===== config.mk =====
export PLATFORM = sky130hd
export DESIGN_NAME = load_store_unit
export DESIGN_NICKNAME = d
export VERILOG_FILES = /design/src/rtl/load_store_unit.sv
export SDC_FILE = /design/constraint.sdc
export NUM_CORES = 1
export LEC_CHECK = 0
export ABC_AREA = 1
export CAP_MARGIN = 20
export CORE_MARGIN = 3
export CORE_UTILIZATION = 47
export CTS_BUF_LIST = sky130_fd_sc_hd__clkbuf_4 sky130_fd_sc_hd__clkbuf_8 sky130_fd_sc_hd__clkbuf_16
export CTS_CLUSTER_DIAMETER = 80
export CTS_CLUSTER_SIZE = 40
export DETAILED_ROUTE_END_ITERATION = 6
export GPL_TIMING_DRIVEN = 0
export PLACE_DENSITY = 0.82
export SLEW_MARGIN = 10
export SYNTH_ARGS = -nofsm -noshare
export SYNTH_HDL_FRONTEND = slang
export SYNTH_SLANG_ARGS = --single-unit

===== constraint.sdc =====
create_clock -name clk -period 2.05 [get_ports clk]
set_input_delay 0.3075 -clock clk [delete_from_list [all_inputs] [get_ports clk]]
set_output_delay 0.3075 -clock clk [all_outputs]
set_load 0.05 [all_outputs]

===== src/rtl/load_store_unit.sv =====
// rtl/load_store_unit.sv - RV32I load/store unit with byte/halfword read-modify-write
module load_store_unit #(
  parameter int AWIDTH  = 32,
  parameter int DWIDTH  = 32,
  parameter int TIMEOUT = 15
) (
  input  logic              clk,
  input  logic              rst,
  input  logic              req_valid_i,
  output logic              req_ready_o,
  input  logic              req_we_i,
  input  logic [2:0]        req_funct3_i,
  input  logic [AWIDTH-1:0] req_addr_i,
  input  logic [DWIDTH-1:0] req_wdata_i,
  output logic              resp_valid_o,
  output logic [DWIDTH-1:0] resp_rdata_o,
  output logic              resp_err_o,
  output logic [AWIDTH-1:0] mem_addr_o,
  output logic [DWIDTH-1:0] mem_data_o,
  output logic              mem_read_en_o,
  output logic              mem_write_en_o,
  input  logic [DWIDTH-1:0] mem_data_i,
  input  logic              mem_data_vld_i
);

  localparam int CW = (TIMEOUT < 2) ? 1 : $clog2(TIMEOUT);

  localparam logic [2:0] F3_B  = 3'b000;
  localparam logic [2:0] F3_H  = 3'b001;
  localparam logic [2:0] F3_W  = 3'b010;
  localparam logic [2:0] F3_BU = 3'b100;
  localparam logic [2:0] F3_HU = 3'b101;

  typedef enum logic [2:0] {IDLE, RD, RMW_RD, WR, RESP} state_t;

  state_t              state_q, state_d;
  logic [AWIDTH-1:0]   addr_q, addr_d;
  logic                we_q, we_d;
  logic [2:0]          funct3_q, funct3_d;
  logic [DWIDTH-1:0]   wdata_q, wdata_d;
  logic [DWIDTH-1:0]   rdata_q, rdata_d;
  logic                err_q, err_d;
  logic [CW-1:0]       wait_cnt_q, wait_cnt_d;

  logic                req_legal;
  logic                req_misaligned;
  logic [7:0]          lane_byte;
  logic [15:0]         lane_half;
  logic [DWIDTH-1:0]   load_data;
  logic [DWIDTH-1:0]   merge_data;
  logic [AWIDTH-1:0]   aligned_addr;

  assign aligned_addr = {addr_q[AWIDTH-1:2], 2'b00};

  // Unsigned variants exist only for loads; stores accept just B/H/W.
  always_comb begin
    req_legal = 1'b0;
    case (req_funct3_i)
      F3_B, F3_H, F3_W: req_legal = 1'b1;
      F3_BU, F3_HU:     req_legal = !req_we_i;
      default:          req_legal = 1'b0;
    endcase
  end

  assign req_misaligned = ((req_funct3_i[1:0] == 2'b01) && req_addr_i[0]) ||
                          ((req_funct3_i[1:0] == 2'b10) && (req_addr_i[1:0] != 2'b00));

  always_comb begin
    lane_byte = rdata_q[7:0];
    case (addr_q[1:0])
      2'b00:   lane_byte = rdata_q[7:0];
      2'b01:   lane_byte = rdata_q[15:8];
      2'b10:   lane_byte = rdata_q[23:16];
      default: lane_byte = rdata_q[31:24];
    endcase
  end

  assign lane_half = addr_q[1] ? rdata_q[31:16] : rdata_q[15:0];

  always_comb begin
    load_data = rdata_q;
    case (funct3_q)
      F3_B:    load_data = {{(DWIDTH-8){lane_byte[7]}}, lane_byte};
      F3_BU:   load_data = {{(DWIDTH-8){1'b0}}, lane_byte};
      F3_H:    load_data = {{(DWIDTH-16){lane_half[15]}}, lane_half};
      F3_HU:   load_data = {{(DWIDTH-16){1'b0}}, lane_half};
      default: load_data = rdata_q;
    endcase
  end

  // Sub-word stores overwrite only their lane of the word fetched in RMW_RD.
  always_comb begin
    merge_data = rdata_q;
    case (funct3_q[1:0])
      2'b00: begin
        case (addr_q[1:0])
          2'b00:   merge_data[7:0]   = wdata_q[7:0];
          2'b01:   merge_data[15:8]  = wdata_q[7:0];
          2'b10:   merge_data[23:16] = wdata_q[7:0];
          default: merge_data[31:24] = wdata_q[7:0];
        endcase
      end
      2'b01: begin
        if (addr_q[1]) merge_data[31:16] = wdata_q[15:0];
        else           merge_data[15:0]  = wdata_q[15:0];
      end
      default: merge_data = wdata_q;
    endcase
  end

  always_ff @(posedge clk or negedge rst) begin
    if (!rst) begin
      state_q    <= IDLE;
      addr_q     <= '0;
      we_q       <= 1'b0;
      funct3_q   <= '0;
      wdata_q    <= '0;
      rdata_q    <= '0;
      err_q      <= 1'b0;
      wait_cnt_q <= '0;
    end else begin
      state_q    <= state_d;
      addr_q     <= addr_d;
      we_q       <= we_d;
      funct3_q   <= funct3_d;
      wdata_q    <= wdata_d;
      rdata_q    <= rdata_d;
      err_q      <= err_d;
      wait_cnt_q <= wait_cnt_d;
    end
  end

  always_comb begin
    state_d        = state_q;
    addr_d         = addr_q;
    we_d           = we_q;
    funct3_d       = funct3_q;
    wdata_d        = wdata_q;
    rdata_d        = rdata_q;
    err_d          = err_q;
    wait_cnt_d     = wait_cnt_q;
    req_ready_o    = 1'b0;
    mem_read_en_o  = 1'b0;
    mem_write_en_o = 1'b0;
    mem_addr_o     = '0;
    mem_data_o     = '0;
    resp_valid_o   = 1'b0;
    resp_err_o     = 1'b0;
    resp_rdata_o   = '0;

    case (state_q)
      IDLE: begin
        req_ready_o = 1'b1;
        if (req_valid_i) begin
          addr_d     = req_addr_i;
          we_d       = req_we_i;
          funct3_d   = req_funct3_i;
          wdata_d    = req_wdata_i;
          err_d      = 1'b0;
          wait_cnt_d = '0;
          if (!req_legal || req_misaligned) begin
            err_d   = 1'b1;
            state_d = RESP;
          end else if (!req_we_i) begin
            state_d = RD;
          end else if (req_funct3_i == F3_W) begin
            state_d = WR;
          end else begin
            state_d = RMW_RD;
          end
        end
      end

      RD, RMW_RD: begin
        mem_read_en_o = 1'b1;
        mem_addr_o    = aligned_addr;
        if (mem_data_vld_i) begin
          rdata_d    = mem_data_i;
          wait_cnt_d = '0;
          state_d    = (state_q == RD) ? RESP : WR;
        end else if (wait_cnt_q == CW'(TIMEOUT - 1)) begin
          // Abandon the access; a timed-out RMW must never reach WR.
          err_d      = 1'b1;
          wait_cnt_d = '0;
          state_d    = RESP;
        end else begin
          wait_cnt_d = wait_cnt_q + CW'(1);
        end
      end

      WR: begin
        mem_write_en_o = 1'b1;
        mem_addr_o     = aligned_addr;
        mem_data_o     = merge_data;
        state_d        = RESP;
      end

      RESP: begin
        resp_valid_o = 1'b1;
        resp_err_o   = err_q;
        resp_rdata_o = (err_q || we_q) ? '0 : load_data;
        state_d      = IDLE;
      end

      default: state_d = IDLE;
    endcase
  end

endmodule


# After elaboration in Yosys (flattened, before gate mapping)
# Cells that the tools add are included.
dict set report classes {
  addsub 1
  eq_ne 21
  n_mux 37
  reduce_logical 24
}
# operator n
set op_table {}
lappend op_table {{2-to-1 mux 32 bit} 4}
lappend op_table {{one-hot mux 32 bit (4 select lines)} 1}
lappend op_table {{one-hot mux 32 bit (2 select lines)} 1}
lappend op_table {{2-to-1 mux 16 bit} 3}
lappend op_table {{2-to-1 mux 8 bit} 4}
lappend op_table {{one-hot mux 8 bit (3 select lines)} 1}
lappend op_table {{== test 3 bit (second input constant)} 5}
lappend op_table {{2-to-1 mux 3 bit} 5}
lappend op_table {{2-to-1 mux 4 bit} 3}
lappend op_table {{2-to-1 mux 1 bit} 10}
lappend op_table {{== test 3 x 1 -> 1 bit (second input constant)} 3}
lappend op_table {{== test 3 x 2 -> 1 bit (second input constant)} 3}
lappend op_table {{logical NOT 3 bit} 3}
lappend op_table {{one-hot mux 3 bit (3 select lines)} 1}
lappend op_table {{OR reduction 3 bit} 3}
lappend op_table {{one-hot mux 4 bit (2 select lines)} 1}
lappend op_table {{AND reduction 2 bit} 4}
lappend op_table {{== test 2 x 1 -> 1 bit (second input constant)} 3}
lappend op_table {{!= test 2 bit (second input constant)} 3}
lappend op_table {{adder 4 x 1 -> 4 bit (second input constant)} 1}
lappend op_table {{== test 2 bit (second input constant)} 2}
lappend op_table {{== test 4 bit (second input constant)} 1}
lappend op_table {{logical NOT 2 bit} 2}
lappend op_table {{one-hot mux 1 bit (2 select lines)} 2}
lappend op_table {{8 further kinds} 14}
dict set report word_totals {
  regBits 108
  input_bits 104
  output_inout_bits 101
}

# Depth between registers and ports, before layout
dict set report logic_depth {
  depth_word 8
  depth_mapped 10
  ltp_nobuf 9
}

# Worst setup path after synthesis
# Ideal clock, no wire load.
dict set report synth_path {
  kind {reg2out}
  start {reg funct3_q[1]}
  end {out mem_data_o[23]}
  arrival_time_ns 1.979
  t_required_ns 1.742
  path_slack_ns -0.237
  path_stages_with_launch 8
  path_cell_list {dfrtp_1 buf_6 inv_1 nand2_1 buf_2 inv_1 o211ai_1 a31oi_1}
}
dict set report synth_via {
  elab_chain_cells 3
  word_cells_on_any_way 4
}
# element line_no
set synth_lines {}
lappend synth_lines {{from (decl)} 39} ;# logic [2:0] funct3_q, funct3_d;
lappend synth_lines {{from (signal assigned)} 125} ;# funct3_q <= funct3_d;
lappend synth_lines {{== test 2 x 1 -> 1 bit or logical NOT 2 bit (tied branches)} 94} ;# case (funct3_q[1:0])
lappend synth_lines {{one-hot mux 32 bit (2 select lines) (*)} 94}
lappend synth_lines {{2-to-1 mux 32 bit (*)} 151} ;# case (state_q)
lappend synth_lines {{to (decl)} 19} ;# output logic [DWIDTH-1:0] mem_data_o,
# Every way passes the cells marked *; elsewhere a longest branch is shown, timed or not.

# Worst setup path after layout
dict set report layout_path {
  start {reg funct3_q[1]}
  end {out mem_data_o[21]}
}
# Same word-level chain as after synthesis.

==> results_dict.tcl <==
set metrics [dict create \
    wirelength_mm 23.7 \
    finalHoldViolations 0 \
    period_minus_slack_ns 2.22 \
    cts.sinks 108 \
    hold_slack_ns 0.399 \
    drc 0 \
    violations "negative setup slack" \
    max_stage_delay_ns 0.38 \
    yosys_warnings 0 \
    worst-path-buf-inv 4 \
    status "finished, violations left" \
    synth_area_um2 6250 \
    reg2reg_slack_ns 0.32 \
    powerDensity_nw_per_um2 1490 \
    async_flop_share_pct 100 \
    grt_pass1_wl_mm 35.7 \
    worstPathRequired_ns 1.74 \
    die_width_um 121 \
    synth_top_area_cell "dfrtp_1" \
    regArea_um2 2710 \
    synth-edff-count 0 \
    period_share_pct 108 \
    avgSynthCellArea_um2 7.03 \
    ant_nets 0 \
    worstSetupStartpointType "flop" \
    ir_worst_vdd_mv 0.968 \
    ioPinCount 205 \
    critPathLaunch "funct3_q[1]$_DFFE_PN0P_" \
    finClkSkew_ns 0.00705 \
    drv_slew 0 \
    setup_viol 64 \
    diodes 0 \
    ys_ff_latch 108 \
    end_kind "primary output" \
    tritoncts "built" \
    cpMaxStageDelayCell "dfrtp_1" \
    antenna_found_initial 0 \
    first_iter_violations 656 \
    worstPathCellList "buf_6 > inv_6 > nand2_4 > buf_6 > a21oi_1 > o21ai_0 > a31oi_4 > buf_6" \
    grt_max_degree 81 \
    rsz0062_at_grt "true" \
    clockBufferDepth 2 \
    drt_pass1_iterations 6 \
    yosysMostFrequentCell "nand2_1" \
    hp-class "in -> async" \
    dieArea_um2 14700 \
    routabilityCongestion 0.954 \
    cts_buffers 9 \
    critical_path_class "reg -> out" \
    total_power_w 0.0150 \
    cts-htree-levels 3 \
    ys_seq_area_share_pct 43.2 \
    max_cap_violations 0 \
    num_vias 7138 \
    arrival_ns 1.91 \
    ff2ff_path_depth 9 \
    crit_family "compound AO/OA/AOI/OAI gates" \
    synth_top_cell_area_share_pct 43.2 \
    port-buffer-count 202 \
    vias_per_cell 5.40 \
    cp_common_cell "buf_6" \
    start_util_pct 48.7 \
    fillers 941 \
    ys_types 34 \
    worst_slack_ns -0.169 \
    die_h_um 121 \
    reg2reg_from "state_q[0]$_DFFE_PN0P_" \
    drive_gt1_share_pct 29.8 \
    multi_input_area_um2 3530 \
    power_leakage_nw 4.78 \
    syn_inst 889 \
    clk_latency_ns 0.36 \
    grt_overflow 0 \
    yosys_most_used_dff "dfrtp_1" \
    grt_pass1_vias 6916 \
    syn2layout_area_growth_pct 61.4 \
    timing.rr.end "rdata_q[5]$_DFFE_PN0P_" \
    crit_fanout 5 \
    layout.nets 1252 \
    std_cell_rows 41 \
    wire_per_inst_um 17.9 \
    synth_area_leaders "dfrtp_1, nand2_1, o21ai_0" \
    dpl.hpwl_mm 16.8 \
    clock.fmax_mhz 451 \
    path_clk_slew_ns 0.08 \
    core-area_um2 12800 \
    yosys-top-cells-count "nand2_1, o21ai_0, dfrtp_1, inv_1, nor2_1" \
    root_buffer "clkbuf_16" \
    grt_usage_pct 31.2 \
]
registers in the layout, summed over array words and instances (netlist names):
name / count
rdata_q: 32
wdata_q: 32
wait_cnt_q: 4
state_q: 3
we_q: 1
funct3_q: 3
err_q: 1
addr_q: 32
per-stage QoR:
step	area [um2]	cells	utilization, %	setup TNS (ns)	worst slack, ns
after floorplan	6370	890	-	-0.717	-0.117
final	10100	1323	78.7	-6.31	-0.169
after global placement	8610	1264	67.1	-410.91	-3.46
after global routing	10100	1323	78.7	-11.23	-0.267
after detailed placement	8630	1265	67.3	-39.92	-0.719
after CTS	9700	1308	75.6	-8.03	-0.239
final cells by class:
cell class                      instances  area share [%]
Buffer                                 50            4.24
Tap cell                              172            2.13
Sequential cell                       108            26.9
Inverter                              100            3.97
Multi-Input combinational cell        632            35.0
Clock inverter                          7           0.558
Clock buffer                            9            2.23
Timing Repair Buffer                  245            25.0
layer usage:
layer | part of all wire, % | wire length, um | track usage (%)
met2 | 49 | 11700 | 52.5
met3 | 9.3 | 2210 | 8.53
met5 | 0 | 0 | 0
met1 | 38 | 8960 | 38.3
met4 | 3.7 | 865 | 11.8
layout by cell type, fill, tap and decap left out, types with 8 or more instances in the layout:
cell	instances
a21oi_1	19
o211ai_1	8
inv_2	14
buf_4	54
a31oi_4	8
nor2_4	15
nor2_1	68
o21ai_0	93
nand2_1	265
dfrtp_1	102
o21ai_1	24
buf_8	17
nand3_1	19
nor2_2	9
nand2_2	8
a21oi_2	27
o21ai_2	16
inv_1	80
clkbuf_16	11
o22ai_1	9
clkbuf_4	12
buf_2	15
buf_6	74
nand3_4	8
clkdlybuf4s50_1	102
worst max-delay path by stage:
stage | end | slack, ns | cells past startpoint
floorplan | resp_rdata_o[2] | -0.12 | 7
CTS | resp_rdata_o[12] | -0.24 | 8
global route | mem_data_o[21] | -0.27 | 8
global placement | wait_cnt_q[3]$_DFFE_PN0P_ | -3.46 | 1
finish | mem_data_o[21] | -0.17 | 8
detailed placement | mem_data_o[23] | -0.72 | 6
power by group:
group	switching [W]	leakage (nW)	internal [W]
combinational	0.00593	3.31	0.00337
sequential	0.000848	1.33	0.00312
clock	0.000869	0.142	0.000843
total	0.00765	4.78	0.00733
cell families (layout without fill, tap and decap cells):
logic type      Yosys count  after routing  synth area share [%]
simple gates            409            409                  27.1
compound gates          217            217                  18.4
buf+inv                 150            411                  10.6
flops                   108            108                  43.2
fa+ha+maj                 2              2                 0.400
xor+xnor                  2              2                 0.280
other cells               1              2                0.0600
timing repair:
action	CTS	global route
cloned	3	3
endpoints found under the setup margin	99	98
buffers inserted	23	13
hold buffers	1	0
pin swaps	33	25
resized for setup	806	104
endpoints found under the hold margin	28	0
Power figures use the tool's default switching activity.
